[config.mk]
export PLATFORM = sky130hd
export DESIGN_NAME = deal_sequencer_flat
export DESIGN_NICKNAME = d
export VERILOG_FILES = /design/src/rtl/deal_sequencer_if.sv /design/src/rtl/deal_sequencer.sv /design/src/flat_wrapper.sv
export SDC_FILE = /design/constraint.sdc
export NUM_CORES = 1
export LEC_CHECK = 0
export ABC_AREA = 0
export CAP_MARGIN = 20
export CORE_MARGIN = 4
export CORE_UTILIZATION = 30
export DETAILED_ROUTE_END_ITERATION = 16
export SLEW_MARGIN = 40
export SYNTH_ARGS = -nofsm -noshare
export SYNTH_HDL_FRONTEND = slang
export SYNTH_SLANG_ARGS = --single-unit
[constraint.sdc]
create_clock -name slow_clock -period 2.8 [get_ports slow_clock]
set_input_delay 0.56 -clock slow_clock [delete_from_list [all_inputs] [get_ports slow_clock]]
set_output_delay 0.56 -clock slow_clock [all_outputs]
set_load 0.02 [all_outputs]
[src/rtl/deal_sequencer_if.sv]
`default_nettype none
// +----------------------------------------------------------------------+
// | deal_sequencer_if : card-load enables and score feedback between the |
// | baccarat deal sequencer (master) and its card datapath (slave).      |
// | Revision 1.0                                                         |
// +----------------------------------------------------------------------+
interface deal_sequencer_if;
  logic [3:0] pscore_in;
  logic [3:0] dscore_in;
  logic [3:0] pcard3_in;
  logic       load_pcard1;
  logic       load_pcard2;
  logic       load_pcard3;
  logic       load_dcard1;
  logic       load_dcard2;
  logic       load_dcard3;
  logic       player_win_light;
  logic       dealer_win_light;
  logic       done;

  modport master (
    input  pscore_in, dscore_in, pcard3_in,
    output load_pcard1, load_pcard2, load_pcard3,
    output load_dcard1, load_dcard2, load_dcard3,
    output player_win_light, dealer_win_light, done
  );

  modport slave (
    output pscore_in, dscore_in, pcard3_in,
    input  load_pcard1, load_pcard2, load_pcard3,
    input  load_dcard1, load_dcard2, load_dcard3,
    input  player_win_light, dealer_win_light, done
  );
endinterface
`default_nettype wire

[src/rtl/deal_sequencer.sv]
`default_nettype none
// +----------------------------------------------------------------------+
// | deal_sequencer : Moore FSM sequencing one baccarat round.            |
// | Revision 1.0                                                         |
// +----------------------------------------------------------------------+
module deal_sequencer #(
  parameter int unsigned IDLE_CYCLES = 1
) (
  input  wire logic        slow_clock,
  input  wire logic        resetb,
  deal_sequencer_if.master bus
);

  typedef enum logic [3:0] {
    S_IDLE    = 4'd0,
    S_DEAL_P1 = 4'd1,
    S_DEAL_D1 = 4'd2,
    S_DEAL_P2 = 4'd3,
    S_DEAL_D2 = 4'd4,
    S_EVAL_P  = 4'd5,
    S_DEAL_P3 = 4'd6,
    S_EVAL_B  = 4'd7,
    S_DEAL_D3 = 4'd8,
    S_DONE    = 4'd9
  } state_t;

  localparam logic [3:0] C_IDLE_LAST = 4'(IDLE_CYCLES);

  state_t     state_q, state_d;
  logic [3:0] cnt_q, cnt_d;

  logic [3:0] pscore_c, dscore_c, third_v;
  logic       natural, banker_draw;

  // Out-of-range scores saturate to 9 so a corrupt datapath value stands.
  always_comb begin
    pscore_c    = (bus.pscore_in > 4'd9) ? 4'd9 : bus.pscore_in;
    dscore_c    = (bus.dscore_in > 4'd9) ? 4'd9 : bus.dscore_in;
    third_v     = (bus.pcard3_in >= 4'd10) ? 4'd0 : bus.pcard3_in;
    natural     = (pscore_c >= 4'd8) || (dscore_c >= 4'd8);
    banker_draw = 1'b0;
    case (dscore_c)
      4'd0, 4'd1, 4'd2: banker_draw = 1'b1;
      4'd3:             banker_draw = (third_v != 4'd8);
      4'd4:             banker_draw = (third_v >= 4'd2) && (third_v <= 4'd7);
      4'd5:             banker_draw = (third_v >= 4'd4) && (third_v <= 4'd7);
      4'd6:             banker_draw = (third_v >= 4'd6) && (third_v <= 4'd7);
      default:          banker_draw = 1'b0;
    endcase
  end

  always_comb begin
    state_d = state_q;
    cnt_d   = cnt_q;
    case (state_q)
      S_IDLE: begin
        if (cnt_q >= C_IDLE_LAST) begin
          state_d = S_DEAL_P1;
          cnt_d   = 4'd0;
        end else begin
          cnt_d = cnt_q + 4'd1;
        end
      end
      S_DEAL_P1: state_d = S_DEAL_D1;
      S_DEAL_D1: state_d = S_DEAL_P2;
      S_DEAL_P2: state_d = S_DEAL_D2;
      S_DEAL_D2: state_d = S_EVAL_P;
      S_EVAL_P: begin
        if (natural)                state_d = S_DONE;
        else if (pscore_c <= 4'd5)  state_d = S_DEAL_P3;
        else if (dscore_c <= 4'd5)  state_d = S_DEAL_D3;
        else                        state_d = S_DONE;
      end
      S_DEAL_P3: state_d = S_EVAL_B;
      S_EVAL_B:  state_d = banker_draw ? S_DEAL_D3 : S_DONE;
      S_DEAL_D3: state_d = S_DONE;
      S_DONE:    state_d = S_DONE;
      default: begin
        state_d = S_IDLE;
        cnt_d   = 4'd0;
      end
    endcase
  end

  always_ff @(posedge slow_clock) begin
    if (resetb) begin
      state_q <= S_IDLE;
      cnt_q   <= 4'd0;
    end else begin
      state_q <= state_d;
      cnt_q   <= cnt_d;
    end
  end

  // Win lights are the only outputs that look at inputs, and only in DONE.
  always_comb begin
    bus.load_pcard1      = (state_q == S_DEAL_P1);
    bus.load_dcard1      = (state_q == S_DEAL_D1);
    bus.load_pcard2      = (state_q == S_DEAL_P2);
    bus.load_dcard2      = (state_q == S_DEAL_D2);
    bus.load_pcard3      = (state_q == S_DEAL_P3);
    bus.load_dcard3      = (state_q == S_DEAL_D3);
    bus.done             = (state_q == S_DONE);
    bus.player_win_light = 1'b0;
    bus.dealer_win_light = 1'b0;
    if (state_q == S_DONE) begin
      bus.player_win_light = (bus.pscore_in >= bus.dscore_in);
      bus.dealer_win_light = (bus.dscore_in >= bus.pscore_in);
    end
  end

endmodule
`default_nettype wire

[src/flat_wrapper.sv]
// flat-port wrapper written by rule: the top's interface ports become plain ports
module deal_sequencer_flat 
#(
  parameter int unsigned IDLE_CYCLES = 1
)
  (slow_clock, resetb, bus_pscore_in, bus_dscore_in, bus_pcard3_in, bus_load_pcard1, bus_load_pcard2, bus_load_pcard3, bus_load_dcard1, bus_load_dcard2, bus_load_dcard3, bus_player_win_light, bus_dealer_win_light, bus_done);
  deal_sequencer_if bus_i ();
  input  wire logic slow_clock;
  input  wire logic resetb;
  input wire logic [$bits(bus_i.pscore_in)-1:0] bus_pscore_in;
  input wire logic [$bits(bus_i.dscore_in)-1:0] bus_dscore_in;
  input wire logic [$bits(bus_i.pcard3_in)-1:0] bus_pcard3_in;
  output wire logic [$bits(bus_i.load_pcard1)-1:0] bus_load_pcard1;
  output wire logic [$bits(bus_i.load_pcard2)-1:0] bus_load_pcard2;
  output wire logic [$bits(bus_i.load_pcard3)-1:0] bus_load_pcard3;
  output wire logic [$bits(bus_i.load_dcard1)-1:0] bus_load_dcard1;
  output wire logic [$bits(bus_i.load_dcard2)-1:0] bus_load_dcard2;
  output wire logic [$bits(bus_i.load_dcard3)-1:0] bus_load_dcard3;
  output wire logic [$bits(bus_i.player_win_light)-1:0] bus_player_win_light;
  output wire logic [$bits(bus_i.dealer_win_light)-1:0] bus_dealer_win_light;
  output wire logic [$bits(bus_i.done)-1:0] bus_done;
  assign bus_i.pscore_in = bus_pscore_in;
  assign bus_i.dscore_in = bus_dscore_in;
  assign bus_i.pcard3_in = bus_pcard3_in;
  assign bus_load_pcard1 = bus_i.load_pcard1;
  assign bus_load_pcard2 = bus_i.load_pcard2;
  assign bus_load_pcard3 = bus_i.load_pcard3;
  assign bus_load_dcard1 = bus_i.load_dcard1;
  assign bus_load_dcard2 = bus_i.load_dcard2;
  assign bus_load_dcard3 = bus_i.load_dcard3;
  assign bus_player_win_light = bus_i.player_win_light;
  assign bus_dealer_win_light = bus_i.dealer_win_light;
  assign bus_done = bus_i.done;
  deal_sequencer #(.IDLE_CYCLES(IDLE_CYCLES)) u_core (.slow_clock(slow_clock), .resetb(resetb), .bus(bus_i));
endmodule
==> run_results.csv, run 1 <==
group,metric,value,unit
yosys,yosysTopAreaCell,"dfxtp_1",
routing,drtPass1Iterations,4,
yosys,synth_top_area_share,23.9,%
sta,finalSetupViolations,0,
grt,grt_start_max_net_pins,13,
floorplan,io_pins,23,
grt,grt_pass1_vias,681,
worst_setup_path,worst_setup_path_end_kind,"output port",
power_and_ir_drop,p_leak,0.445,nW
placement,dp_hpwl,1330,µm
cts,clockRootBuffer,"clkbuf_4",
sta,slew_headroom,72.1,%
routing,wl_per_cell,11.8,µm
sta,drv_slew,0,
routing,drtIter0Drc,11,
finish,drive_gt1_share,16.1,%
cts,clock_sinks,8,
worst_setup_path,start_kind,"input port",
cts,cts_tree,"yes",
cts,clockBufferDepth,2,
yosys,synthTopCellsByCount,"dfxtp_1 (8), inv_1 (8), nor2_1 (8)",
sta,clock_skew,3.93,ps
yosys,syn-num-nets,101,
yosys,synthFlopType,"dfxtp_1",
grt,antenna_found_initial,0,
sta,hold_viol,0,
yosys,synth_area_leaders,"dfxtp_1 (24%), ha_1 (13%), inv_1 (4.5%)",
grt,grt_usage,11.3,%
hold_path,hold_class,"flop to flop",
power_and_ir_drop,power_density,553,nW/µm²
worst_setup_path,cp_max_fo,2,
finish,final_nets,135,
hold_path,holdPathStages,1,
sta,grt_setup_unrepaired,"no",
grt,grt_overflow_total,0,
finish,fillers,225,
power_and_ir_drop,p_total,0.000548,W
finish,diodes,0,
sta,max_freq,373,MHz
finish,multi_input_area,448,µm²
finish,area_growth,47.8,%
worst_setup_path,cp_data_required_time,2240,ps
routing,route.vias.total,709,
sta,min_period,2680,ps
yosys,synth_edf_count,0,
sta,fin_crit_sh,95.7,%
yosys,synth.avg_cell_area,8.38,µm²
placement,place.gp.congestion,0.803,
floorplan,rows,16,
worst_setup_path,criticalPathCategory,"input port to output port",
power_and_ir_drop,ir_worst_vdd,0.000216,V
floorplan,initial_utilization,32.8,%
yosys,synthArstFlopShare,0,%
cts,clk_latency,260,ps
yosys,netlist_area,671,µm²
sta,holdWs,503,ps
yosys,synth_seq_area_share,23.9,%
worst_setup_path,worst-r2r-cell-count,6,
placement,io_buffers,22,
floorplan,die_w,55.3,µm
run,cap_violations,0,
cts,cts_setup_buffers,0,
grt,grt_first_pass_wirelength,2830,µm
routing,vias_per_cell,5.10,
finish,fin_util,48.5,%
floorplan,die_h,55.3,µm
sta,worst_slew_pin_slew,417,ps
cts,cts_buffers,3,
yosys,netlist_instances,80,
routing,wl,1650,µm
cts,h-tree-depth,1,
floorplan,dieArea,3060,µm²
routing,detail-route-antenna-nets,0,
cts,path_clk_slew,50,ps
worst_setup_path,arrival,2120,ps
outcome,outcome,"complete, no violations",
yosys,synth.distinct_cells,36,
floorplan,core_area,2040,µm²
sta,fin_setup_tns,0,ps
yosys,synth-seq-cells,8,
finish,regArea,160,µm²
routing,post-route-drc-count,0,
yosys,yosysWarnings,0,
==> what timing repair did <==
item | 4_1_cts | 5_1_grt
gates resized for setup | 9 | 4
endpoints found under the setup margin | 2 | 2
hold buffers | 0 | 0
pin swaps | 0 | 2
hold endpoints to repair | 0 | 0
gates cloned | 0 | 0
==> critical path, cell delays in order <==
cell,delay (ps)
clkdlybuf4s50_1,470
inv_1,60
ha_1,300
o21a_1,120
o21a_1,190
o31a_1,280
buf_6,130
==> routing by layer <==
metal / global-route usage [%] / wire length [µm] / vias up
met1: 12.8 / 709 / 317
met4: 8.33 / 50 / 0
li1: - / - / 364
met3: 2.33 / 108 / 5
met2: 18.6 / 778 / 23
met5: 0 / 0 / -
==> placed cells by master (no fill, tap or decap), drive strengths merged, types with 3 or more instances in the layout <==
cell type,instances
clkdlybuf4s50,18
buf,12
inv,8
nor2,8
dfxtp,8
ha,7
nand2,5
a21oi,4
and3,3
nor4b,3
clkbuf,3
==> kinds of logic after synthesis <==
| kind of cell | synth area share (%) |
|---|---|
| multiplexers | 2.99 |
| buffers and inverters | 9.33 |
| flip-flops | 23.9 |
| AO/OA/AOI/OAI | 20.7 |
| adder cells (fa/ha/maj) | 13.1 |
| AND/OR/NAND/NOR | 30.0 |
==> stage by stage <==
step	setup slack, ps	area, µm²	cells
finish	121	991	139
global route	10.9	991	139
CTS	12.6	980	139
detailed placement	-370	967	136
global placement	-357	967	136
floorplan	440	671	80
==> power by group <==
part           internal, W  switching, W  leakage [nW]
registers         0.000138     0.0000303        0.0651
logic             0.000140      0.000151         0.366
clock network    0.0000491     0.0000401        0.0138
==> registers in the layout (all words and copies together), names as in the netlist <==
signal	cells
u_core.cnt_q	4
u_core.state_q	4
==> final cells by class <==
cell class	instances	share of cell area [%]
Multi-Input combinational cell	61	45.2
Timing Repair Buffer	32	29.9
Sequential cell	8	16.2
Tap cell	27	3.41
Inverter	8	3.03
Clock buffer	3	2.27
==> path summary, 6_finish.rpt <==
check | from | slack (ps) | end
max | bus_dscore_in[2] | 120 | bus_player_win_light
min | u_core.cnt_q[3]$_SDFFE_PP0N_ | 500 | u_core.cnt_q[3]$_SDFFE_PP0N_
max reg2reg | u_core.cnt_q[0]$_SDFFE_PP0N_ | 1220 | u_core.state_q[1]$_SDFFE_PP0P_
min reg2reg | u_core.cnt_q[3]$_SDFFE_PP0N_ | 500 | u_core.cnt_q[3]$_SDFFE_PP0N_
No activity file was read; power rests on OpenSTA's default activity.
==> inputs of run 2 (changes only) <==
- CORE_ASPECT_RATIO: not set -> 0.5
- CORE_UTILIZATION: 30 -> 25
==> run_results.csv, run 2 (synthesized netlist as in run 1, its figures left out) <==
group,metric,value,unit
finish,area_growth,51.1,%
sta,drv_slew,0,
sta,min_period,2640,ps
sta,finalSetupViolations,0,
finish,drive_gt1_share,16.4,%
placement,dp_hpwl,1350,µm
cts,h-tree-depth,1,
floorplan,dieArea,3630,µm²
worst_setup_path,criticalPathCategory,"input port to output port",
grt,grt_first_pass_wirelength,2600,µm
floorplan,rows,12,
sta,slew_headroom,79.2,%
sta,fin_crit_sh,94.3,%
cts,clockRootBuffer,"clkbuf_8",
outcome,outcome,"complete, no violations",
hold_path,hold_class,"flop to flop",
finish,layout_commonest_cell,"clkdlybuf4s50_1",
power_and_ir_drop,ir_worst_vdd,0.000181,V
finish,fillers,253,
power_and_ir_drop,p_leak,0.441,nW
power_and_ir_drop,p_sw,0.000221,W
sta,clock_skew,1.03,ps
placement,io_buffers,22,
run,cap_violations,0,
placement,place.gp.congestion,0.754,
grt,grt_overflow_total,0,
power_and_ir_drop,power_density,583,nW/µm²
sta,hold_viol,0,
finish,fin_util,42.7,%
floorplan,die_h,44.6,µm
routing,wl,1610,µm
placement,place_area,962,µm²
power_and_ir_drop,switching_share,37.4,%
cts,clock_sinks,8,
floorplan,core_area,2370,µm²
grt,antenna_found_initial,0,
cts,clk_latency,220,ps
grt,grt_pass1_vias,619,
routing,route.vias.total,675,
finish,diodes,0,
sta,grt_setup_unrepaired,"no",
cts,cts_setup_buffers,0,
worst_setup_path,r2r_slack,1240,ps
floorplan,die_w,81.2,µm
routing,drtIter0Drc,16,
cts,cts_buffers,3,
worst_setup_path,cp_max_fo,2,
finish,reg.largest.list,"u_core.cnt_q: 4 flops, u_core.state_q: 4 flops",
worst_setup_path,cp_data_required_time,2240,ps
power_and_ir_drop,intPower,0.000370,W
grt,grt_usage,9.46,%
power_and_ir_drop,pwr-share-clk,22.6,%
finish,finalInstanceArea,1010,µm²
power_and_ir_drop,pwr-share-comb,47.8,%
worst_setup_path,start_kind,"input port",
cts,clockBufferDepth,2,
routing,vias_per_cell,4.66,
finish,final_cell_mix,"clkdlybuf4s50_1 (18), buf_4 (9), nor2_1 (8), dfxtp_1 (8), inv_1 (7)",
floorplan,initial_utilization,28.3,%
worst_setup_path,worst_setup_path_end_kind,"output port",
sta,worst_slew_pin_slew,303,ps
cts,cts_tree,"yes",
grt,grt_start_max_net_pins,11,
routing,drtPass1Iterations,4,
power_and_ir_drop,seqPwrFrac,29.6,%
worst_setup_path,arrival,2080,ps
routing,post-route-drc-count,0,
floorplan,io_pins,23,
sta,holdWs,507,ps
cts,path_clk_slew,40,ps
sta,max_freq,379,MHz
routing,detail-route-antenna-nets,0,
routing,wl_per_cell,11.1,µm
finish,final_nets,133,
[run 2: final timing paths]
check,from,end,depth (start not counted)
setup / recovery,bus_dscore_in[2],bus_player_win_light,7
hold / removal,u_core.cnt_q[3]$_SDFFE_PP0N_,u_core.cnt_q[3]$_SDFFE_PP0N_,1
setup reg to reg,u_core.cnt_q[0]$_SDFFE_PP0N_,u_core.state_q[1]$_SDFFE_PP0P_,6
hold reg to reg,u_core.cnt_q[3]$_SDFFE_PP0N_,u_core.cnt_q[3]$_SDFFE_PP0N_,1
[run 2: power by group through the flow]
| stage | Clock (W) | Combinational, W | Sequential [W] |
|---|---|---|---|
| floorplan | 0 | 0.000226 | 0.000150 |
| global placement | 0 | 0.000281 | 0.000176 |
| detailed placement | 0 | 0.000283 | 0.000176 |
| CTS | 0.000138 | 0.000285 | 0.000174 |
| global route | 0.000147 | 0.000321 | 0.000180 |
| finish | 0.000134 | 0.000282 | 0.000175 |
[run 2: what timing repair did]
| item | CTS | global route |
|---|---|---|
| hold buffers | 0 | 0 |
| endpoints found under the setup margin | 2 | 2 |
| pin swaps | 0 | 2 |
| endpoints found under the hold margin | 0 | 0 |
| resized for setup | 9 | 5 |
[run 2: routing by layer]
layer | global-route usage [%] | routed length (µm) | up-vias | part of all wire [%]
met2 | 15.8 | 781 | 11 | 48
met1 | 10.6 | 756 | 304 | 47
met4 | 5.72 | 23 | 0 | 1.4
li1 | - | - | 358 | -
met3 | 3.25 | 52 | 2 | 3.2
met5 | 0 | 0 | - | 0
[run 2: area by class of cell]
cell class              count  area [µm²]  area share (%)
inverters                   8        30.0            2.96
clock buffers               3        41.3            4.07
repair buffers             30         278            27.4
flip-flops and latches      8         160            15.8
multi-input cells          61         460            45.4
well taps                  35        43.8            4.32
[run 2: metrics by stage]
step,total power [W],TNS [ps],setup slack [ps],instances
2_1_floorplan,0.000377,0,440,80
3_3_place_gp,0.000457,-736,-375,142
3_5_place_dp,0.000459,-736,-373,142
4_1_cts,0.000598,0,12.5,145
5_1_grt,0.000648,0,58.9,145
6_report,0.000591,0,161,145
[run 2: critical path, cell delays in order]
cell and delay (ps):
clkdlybuf4s50_1 480, inv_1 60, ha_1 290, o21a_1 110, o21a_1 190, o31a_1 230, buf_4 160
==> inputs of run 3 (changes only) <==
- CAP_MARGIN: 20 -> 40
==> results of run 3 <==
Same layout as run 2: the final DEF is identical, and so are final timing and power.
